--- src/rtl/jtcps1_stars_arb.sv ---
// jtcps1_stars_arb: round-robin arbiter sharing one star ROM port between two star layers, with per-layer data buffers.
// Define JTCPS1_STARS_ARB_BURST_EN to let a grantee keep the port for up to 16 consecutive words.
module jtcps1_stars_arb #(
  parameter int AW   = 13,
  parameter int DW   = 32,
  parameter int TOUT = 63
) (
  input  logic          clk,
  input  logic          rst,
  input  logic          cs0,
  input  logic [AW-1:0] addr0,
  output logic [DW-1:0] data0,
  output logic          ok0,
  input  logic          cs1,
  input  logic [AW-1:0] addr1,
  output logic [DW-1:0] data1,
  output logic          ok1,
  output logic [AW-1:0] rom_addr,
  output logic          rom_cs,
  input  logic [DW-1:0] rom_data,
  input  logic          rom_ok,
  output logic          tout_err
);
  typedef enum logic [1:0] {IDLE, REQ, GAP} state_t;
  state_t state_q, state_d;
  logic rom_cs_q, rom_cs_d, valid0_q, valid0_d, valid1_q, valid1_d;
  logic last_q, last_d, gnt_q, gnt_d, tout_err_q, tout_err_d;
  logic [AW-1:0] rom_addr_q, rom_addr_d, tag0_q, tag0_d, tag1_q, tag1_d;
  logic [DW-1:0] data0_q, data0_d, data1_q, data1_d;
  logic [5:0] timer_q, timer_d;
  logic need0, need1, g, cs_g;
  logic [AW-1:0] addr_g;
`ifdef JTCPS1_STARS_ARB_BURST_EN
  logic [3:0] burst_q, burst_d;
  logic started_q, started_d, keep;
`endif
  assign ok0      = cs0 & valid0_q & (addr0 == tag0_q);
  assign ok1      = cs1 & valid1_q & (addr1 == tag1_q);
  assign need0    = cs0 & ~ok0;
  assign need1    = cs1 & ~ok1;
  assign cs_g     = gnt_q ? cs1 : cs0;
  assign addr_g   = gnt_q ? addr1 : addr0;
  assign data0    = data0_q;
  assign data1    = data1_q;
  assign rom_addr = rom_addr_q;
  assign rom_cs   = rom_cs_q;
  assign tout_err = tout_err_q;
`ifdef JTCPS1_STARS_ARB_BURST_EN
  assign keep = started_q & (last_q ? need1 : need0) & (burst_q != 4'd15);
  assign g    = keep ? last_q : (need0 & need1) ? ~last_q : need1;
`else
  assign g    = (need0 & need1) ? ~last_q : need1;
`endif
  always_comb begin
    state_d    = state_q;
    rom_cs_d   = rom_cs_q;
    rom_addr_d = rom_addr_q;
    valid0_d   = valid0_q;
    valid1_d   = valid1_q;
    tag0_d     = tag0_q;
    tag1_d     = tag1_q;
    data0_d    = data0_q;
    data1_d    = data1_q;
    last_d     = last_q;
    gnt_d      = gnt_q;
    timer_d    = timer_q;
    tout_err_d = 1'b0;
`ifdef JTCPS1_STARS_ARB_BURST_EN
    burst_d    = burst_q;
    started_d  = started_q;
`endif
    case (state_q)
      IDLE: if (need0 | need1) begin
        rom_addr_d = g ? addr1 : addr0;
        rom_cs_d   = 1'b1;
        valid0_d   = g ? valid0_q : 1'b0;
        valid1_d   = g ? 1'b0 : valid1_q;
        gnt_d      = g;
        last_d     = g;
        timer_d    = '0;
        state_d    = REQ;
`ifdef JTCPS1_STARS_ARB_BURST_EN
        burst_d    = (g == last_q) ? burst_q + 4'd1 : 4'd0;
        started_d  = 1'b1;
`endif
      end
      REQ: if (!cs_g || addr_g != rom_addr_q) begin
        rom_cs_d = 1'b0;
        state_d  = GAP;
      end else if (rom_ok) begin
        data0_d  = gnt_q ? data0_q : rom_data;
        tag0_d   = gnt_q ? tag0_q : rom_addr_q;
        valid0_d = gnt_q ? valid0_q : 1'b1;
        data1_d  = gnt_q ? rom_data : data1_q;
        tag1_d   = gnt_q ? rom_addr_q : tag1_q;
        valid1_d = gnt_q ? 1'b1 : valid1_q;
        rom_cs_d = 1'b0;
        state_d  = GAP;
      end else if (timer_q == 6'(TOUT)) begin
        tout_err_d = 1'b1;
        rom_cs_d   = 1'b0;
        state_d    = GAP;
      end else begin
        timer_d = timer_q + 6'd1;
      end
      default: state_d = IDLE;
    endcase
  end
  always_ff @(posedge clk) begin
    if (rst) begin
      state_q    <= IDLE;
      rom_cs_q   <= 1'b0;
      rom_addr_q <= '0;
      valid0_q   <= 1'b0;
      valid1_q   <= 1'b0;
      tag0_q     <= '0;
      tag1_q     <= '0;
      data0_q    <= '0;
      data1_q    <= '0;
      last_q     <= 1'b1;
      gnt_q      <= 1'b0;
      timer_q    <= '0;
      tout_err_q <= 1'b0;
`ifdef JTCPS1_STARS_ARB_BURST_EN
      burst_q    <= '0;
      started_q  <= 1'b0;
`endif
    end else begin
      state_q    <= state_d;
      rom_cs_q   <= rom_cs_d;
      rom_addr_q <= rom_addr_d;
      valid0_q   <= valid0_d;
      valid1_q   <= valid1_d;
      tag0_q     <= tag0_d;
      tag1_q     <= tag1_d;
      data0_q    <= data0_d;
      data1_q    <= data1_d;
      last_q     <= last_d;
      gnt_q      <= gnt_d;
      timer_q    <= timer_d;
      tout_err_q <= tout_err_d;
`ifdef JTCPS1_STARS_ARB_BURST_EN
      burst_q    <= burst_d;
      started_q  <= started_d;
`endif
    end
  end
endmodule

--- config.mk ---
export PLATFORM = sky130hd
export DESIGN_NAME = jtcps1_stars_arb
export DESIGN_NICKNAME = d
export VERILOG_FILES = /design/src/rtl/jtcps1_stars_arb.sv
export SDC_FILE = /design/constraint.sdc
export NUM_CORES = 1
export LEC_CHECK = 0
export ABC_AREA = 1
export CORE_MARGIN = 2
export CORE_UTILIZATION = 52
export CTS_CLUSTER_SIZE = 28
export DETAILED_ROUTE_END_ITERATION = 16
export PLACE_DENSITY = 0.95
export SLEW_MARGIN = 10
export SYNTH_ARGS = -nofsm -noshare
export SYNTH_HDL_FRONTEND = slang
export SYNTH_SLANG_ARGS = --single-unit
export TNS_END_PERCENT = 5
--- constraint.sdc ---
create_clock -name clk -period 3 [get_ports clk]
set_input_delay 0.9 -clock clk [delete_from_list [all_inputs] [get_ports clk]]
set_output_delay 0.9 -clock clk [all_outputs]
set_load 0.05 [all_outputs]
==> flow_results.xml <==
<?xml version="1.0" encoding="UTF-8"?>
<metrics>
  <group name="grt">
    <metric name="globalRoute.totalOverflow" unit="">0</metric>
    <metric name="track_usage" unit="%">34.5</metric>
    <metric name="groute.layer.met2.usage" unit="%">56.7</metric>
    <metric name="gr-max-usage-layer" unit="">met2</metric>
    <metric name="grt_start_max_net_pins" unit="">42</metric>
    <metric name="globalRouteMet1Util" unit="%">38.6</metric>
    <metric name="via_count_of_the_first_global_routing_pass" unit="">6371</metric>
    <metric name="grt_pass1_wl" unit="mm">30.2</metric>
    <metric name="antenna_found_initial" unit="">0</metric>
    <metric name="met3_usage" unit="%">11.5</metric>
  </group>
  <group name="critical_path">
    <metric name="timing.critical_path.slowest_cell_delay" unit="ps">510</metric>
    <metric name="worstSetupStartpointType" unit="">input pin</metric>
    <metric name="crit_arrival" unit="ps">2150</metric>
    <metric name="end_kind" unit="">output port</metric>
    <metric name="cp_slowest_cell" unit="">sky130_fd_sc_hd__or4_4</metric>
    <metric name="timing.setup.critical_path_class" unit="">in -&gt; out</metric>
    <metric name="path_max_fanout" unit="">2</metric>
    <metric name="crit_chain" unit="">clkdlybuf4s15_1 -&gt; o2111ai_4 -&gt; or4_4 -&gt; nor3_4 -&gt; buf_12</metric>
    <metric name="worst-endpoint-required" unit="ps">2100</metric>
  </group>
  <group name="route">
    <metric name="drtPass1Iterations" unit="">6</metric>
    <metric name="drt_wl_total" unit="mm">19.1</metric>
    <metric name="drtAntennaViolNets" unit="">0</metric>
    <metric name="drt_iter0_markers" unit="">391</metric>
    <metric name="via_count" unit="">6402</metric>
    <metric name="average_detailed_routed_wire_length_per_instance" unit="um">16.5</metric>
    <metric name="drc_markers" unit="">0</metric>
    <metric name="vias_per_cell" unit="">5.51</metric>
  </group>
  <group name="clocking">
    <metric name="hold_buffers" unit="">0</metric>
    <metric name="tritoncts_num_sinks" unit="">117</metric>
    <metric name="clk_path_buf_depth" unit="">2</metric>
    <metric name="ctsHtreeMaxLevel" unit="">4</metric>
    <metric name="clk_root_buffer_cell" unit="">sky130_fd_sc_hd__clkbuf_8</metric>
    <metric name="clkTransAtPathRegs" unit="ps">60</metric>
    <metric name="worst_skew_pair_latency" unit="ps">540</metric>
    <metric name="cts_tree" unit="">yes</metric>
    <metric name="cts_buffer_count" unit="">17</metric>
  </group>
  <group name="floorplanning">
    <metric name="die_w" unit="um">106</metric>
    <metric name="design.portCount" unit="">144</metric>
    <metric name="floorplan.die_area" unit="sq um">11200</metric>
    <metric name="starting_density_of_the_core" unit="%">53.1</metric>
    <metric name="die-height" unit="um">106</metric>
    <metric name="placement_rows" unit="">37</metric>
    <metric name="core_area" unit="sq um">10200</metric>
  </group>
  <group name="sta">
    <metric name="timing.final.setup_violations" unit="">2</metric>
    <metric name="relSlewSlack" unit="%">60.1</metric>
    <metric name="worst_setup_slack_final" unit="ps">-52.3</metric>
    <metric name="fin_worst_skew" unit="ps">13.5</metric>
    <metric name="final_critical_path_share_of_the_clock_period" unit="%">102</metric>
    <metric name="max_clock_freq" unit="MHz">328</metric>
    <metric name="setup_repair_after_global_routing_missed_its_margin" unit="">true</metric>
    <metric name="tightestPinTransition" unit="ps">597</metric>
    <metric name="final_hold_viol_count" unit="">0</metric>
    <metric name="finalWorstPathRequiredPeriod" unit="ps">3050</metric>
    <metric name="number_of_max_slew_violations_in_the_final_report" unit="">0</metric>
  </group>
  <group name="synth">
    <metric name="total_standard_cell_area_after_synthesis" unit="sq um">5400</metric>
    <metric name="synth-seq-area-share" unit="%">43.3</metric>
    <metric name="post_synth_inst_count" unit="">819</metric>
    <metric name="ys.warnings.count" unit="">0</metric>
    <metric name="synth-edff-count" unit="">0</metric>
    <metric name="postSynthRegisterBits" unit="">117</metric>
    <metric name="synth_top_flop_cell" unit="">sky130_fd_sc_hd__dfxtp_1</metric>
    <metric name="ys_types" unit="">34</metric>
    <metric name="synth_async_sr_flop_share" unit="%">0</metric>
    <metric name="syn-num-nets" unit="">883</metric>
    <metric name="syn_avg_cell_area" unit="sq um">6.60</metric>
  </group>
  <group name="cells_and_area">
    <metric name="most_frequent_standard_cell_in_the_layout_excluding_fill_and_tap_cells" unit="">sky130_fd_sc_hd__nor2_1</metric>
    <metric name="fillcell_total" unit="">636</metric>
    <metric name="finish.cell_count_without_fillers" unit="">1162</metric>
    <metric name="layout-area-overhead-vs-synth" unit="%">49.0</metric>
    <metric name="seq_area" unit="sq um">2340</metric>
    <metric name="multi_input_comb_area" unit="sq um">2720</metric>
    <metric name="final_util" unit="%">79.1</metric>
    <metric name="antenna_cells" unit="">0</metric>
    <metric name="most_frequent_cells_in_the_layout" unit="">sky130_fd_sc_hd__nor2_1 (197), sky130_fd_sc_hd__nand2_1 (186), sky130_fd_sc_hd__dfxtp_1 (117)</metric>
    <metric name="layout.nets" unit="">1077</metric>
    <metric name="layout-drive-gt1-share" unit="%">15.1</metric>
  </group>
  <group name="hold_path">
    <metric name="min-delay-path-class" unit="">reg -&gt; reg</metric>
  </group>
  <group name="status">
    <metric name="failing_checks" unit="">negative setup slack</metric>
    <metric name="result_of_the_run" unit="">finished, violations left</metric>
  </group>
  <group name="power">
    <metric name="vdd_ir_drop_max" unit="mV">0.464</metric>
    <metric name="pwr_density_cell" unit="nW/um^2">539</metric>
    <metric name="p_leak" unit="uW">0.00372</metric>
  </group>
  <group name="placed_design">
    <metric name="placement.io_buffers" unit="">143</metric>
    <metric name="placedCellCount" unit="">1127</metric>
    <metric name="routabilityCongestion" unit="">0.942</metric>
    <metric name="detailed_place_hpwl" unit="mm">12.6</metric>
  </group>
  <group name="job">
    <metric name="max-cap-violations" unit="">0</metric>
  </group>
</metrics>
==> layer usage <==
| metal | vias up | part of all wire [%] |
|---|---|---|
| li1 | 3003 | - |
| met1 | 2901 | 37 |
| met2 | 403 | 47 |
| met3 | 95 | 11 |
| met4 | 0 | 5.2 |
| met5 | - | 0 |
==> worst paths after layout <==
| kind | slack (ps) | start | cells after the start | end |
|---|---|---|---|---|
| min reg2reg | 470 | last_q | 2 | last_q |
| min | 470 | last_q | 2 | last_q |
| max reg2reg | 310 | gnt_q | 15 | data1[26] |
| max | -50 | addr0[2] | 5 | ok0 |
==> critical path, delay by kind of cell <==
family | cells | cell delay [ps]
compound gates | 1 | 160
buf+inv | 2 | 400
simple gates | 2 | 690
==> registers in the layout, indices dropped and copies added, names as in the netlist <==
| signal | cells |
|---|---|
| tag0_q | 13 |
| data0 | 32 |
| last_q | 1 |
| gnt_q | 1 |
| tout_err | 1 |
| valid1_q | 1 |
| valid0_q | 1 |
| tag1_q | 13 |
| data1 | 32 |
| state_q | 2 |
| rom_cs | 1 |
| timer_q | 6 |
| rom_addr | 13 |
==> cells by family (layout without fill, tap and decap cells) <==
group / Yosys count / in the layout / synth area share (%)
simple gates: 445 / 445 / 32.8
compound gates: 139 / 139 / 14.2
xor+xnor: 5 / 5 / 0.810
flops: 117 / 117 / 43.3
buf+inv: 112 / 319 / 8.57
fa+ha+maj: 1 / 1 / 0.231
==> area by class of cell <==
type                            count  area share (%)
Sequential cell                   117            29.1
Multi-Input combinational cell    590            33.8
Clock buffer                       19            5.36
Clock inverter                     13            1.51
Tap cell                          136            2.11
Timing Repair Buffer              210            24.6
Inverter                           77            3.62
==> what timing repair did <==
| action | CTS | global route |
|---|---|---|
| gates resized for setup | 95 | 18 |
| setup buffers | 1 | 2 |
| setup endpoints to repair | 2 | 5 |
| pin swaps | 17 | 9 |
==> metrics by stage <==
step	setup slack (ps)	instance area [sq um]	total power (uW)	hold slack [ps]	setup TNS, ps
after floorplan	-116	5420	2080	430	-116
after global placement	-503	7400	2410	450	-5090
after detailed placement	-521	7400	2420	457	-10030
after CTS	-111	8020	4310	473	-214
after global routing	-63.5	8050	4470	492	-125
final	-52.3	8050	4340	474	-76.2
==> cells in the mapped netlist (2+ instances only) <==
| cell | number | area share (%) |
|---|---|---|
| sky130_fd_sc_hd__nor2_1 | 198 | 14 |
| sky130_fd_sc_hd__nand2_1 | 196 | 14 |
| sky130_fd_sc_hd__dfxtp_1 | 117 | 43 |
| sky130_fd_sc_hd__inv_1 | 73 | 5.1 |
| sky130_fd_sc_hd__o21ai_0 | 55 | 5.1 |
| sky130_fd_sc_hd__nand3_1 | 31 | 2.9 |
| sky130_fd_sc_hd__o21ai_1 | 31 | 2.9 |
| sky130_fd_sc_hd__a21oi_1 | 22 | 2.0 |
| sky130_fd_sc_hd__clkbuf_1 | 19 | 1.3 |
| sky130_fd_sc_hd__a211oi_1 | 13 | 1.8 |
| sky130_fd_sc_hd__buf_2 | 11 | 1.0 |
| sky130_fd_sc_hd__o22ai_1 | 10 | 1.2 |
| sky130_fd_sc_hd__nand4_1 | 5 | 0.58 |
| sky130_fd_sc_hd__nor3_1 | 4 | 0.37 |
| sky130_fd_sc_hd__o211ai_1 | 4 | 0.56 |
| sky130_fd_sc_hd__xnor2_1 | 4 | 0.65 |
| sky130_fd_sc_hd__buf_4 | 3 | 0.42 |
| sky130_fd_sc_hd__buf_6 | 2 | 0.42 |
| sky130_fd_sc_hd__inv_2 | 2 | 0.14 |
| sky130_fd_sc_hd__nor2_2 | 2 | 0.23 |
| sky130_fd_sc_hd__nor3b_1 | 2 | 0.28 |
| sky130_fd_sc_hd__nor4_1 | 2 | 0.23 |
| sky130_fd_sc_hd__o2111ai_1 | 2 | 0.32 |
==> power breakdown <==
part	leakage, uW	internal (uW)	switching [uW]
logic	0.00251	298	468
registers	0.000947	1600	64.3
clock network	0.000270	1130	775
total	0.00372	3030	1310
Note: power is estimated with default switching activity, not from simulation.
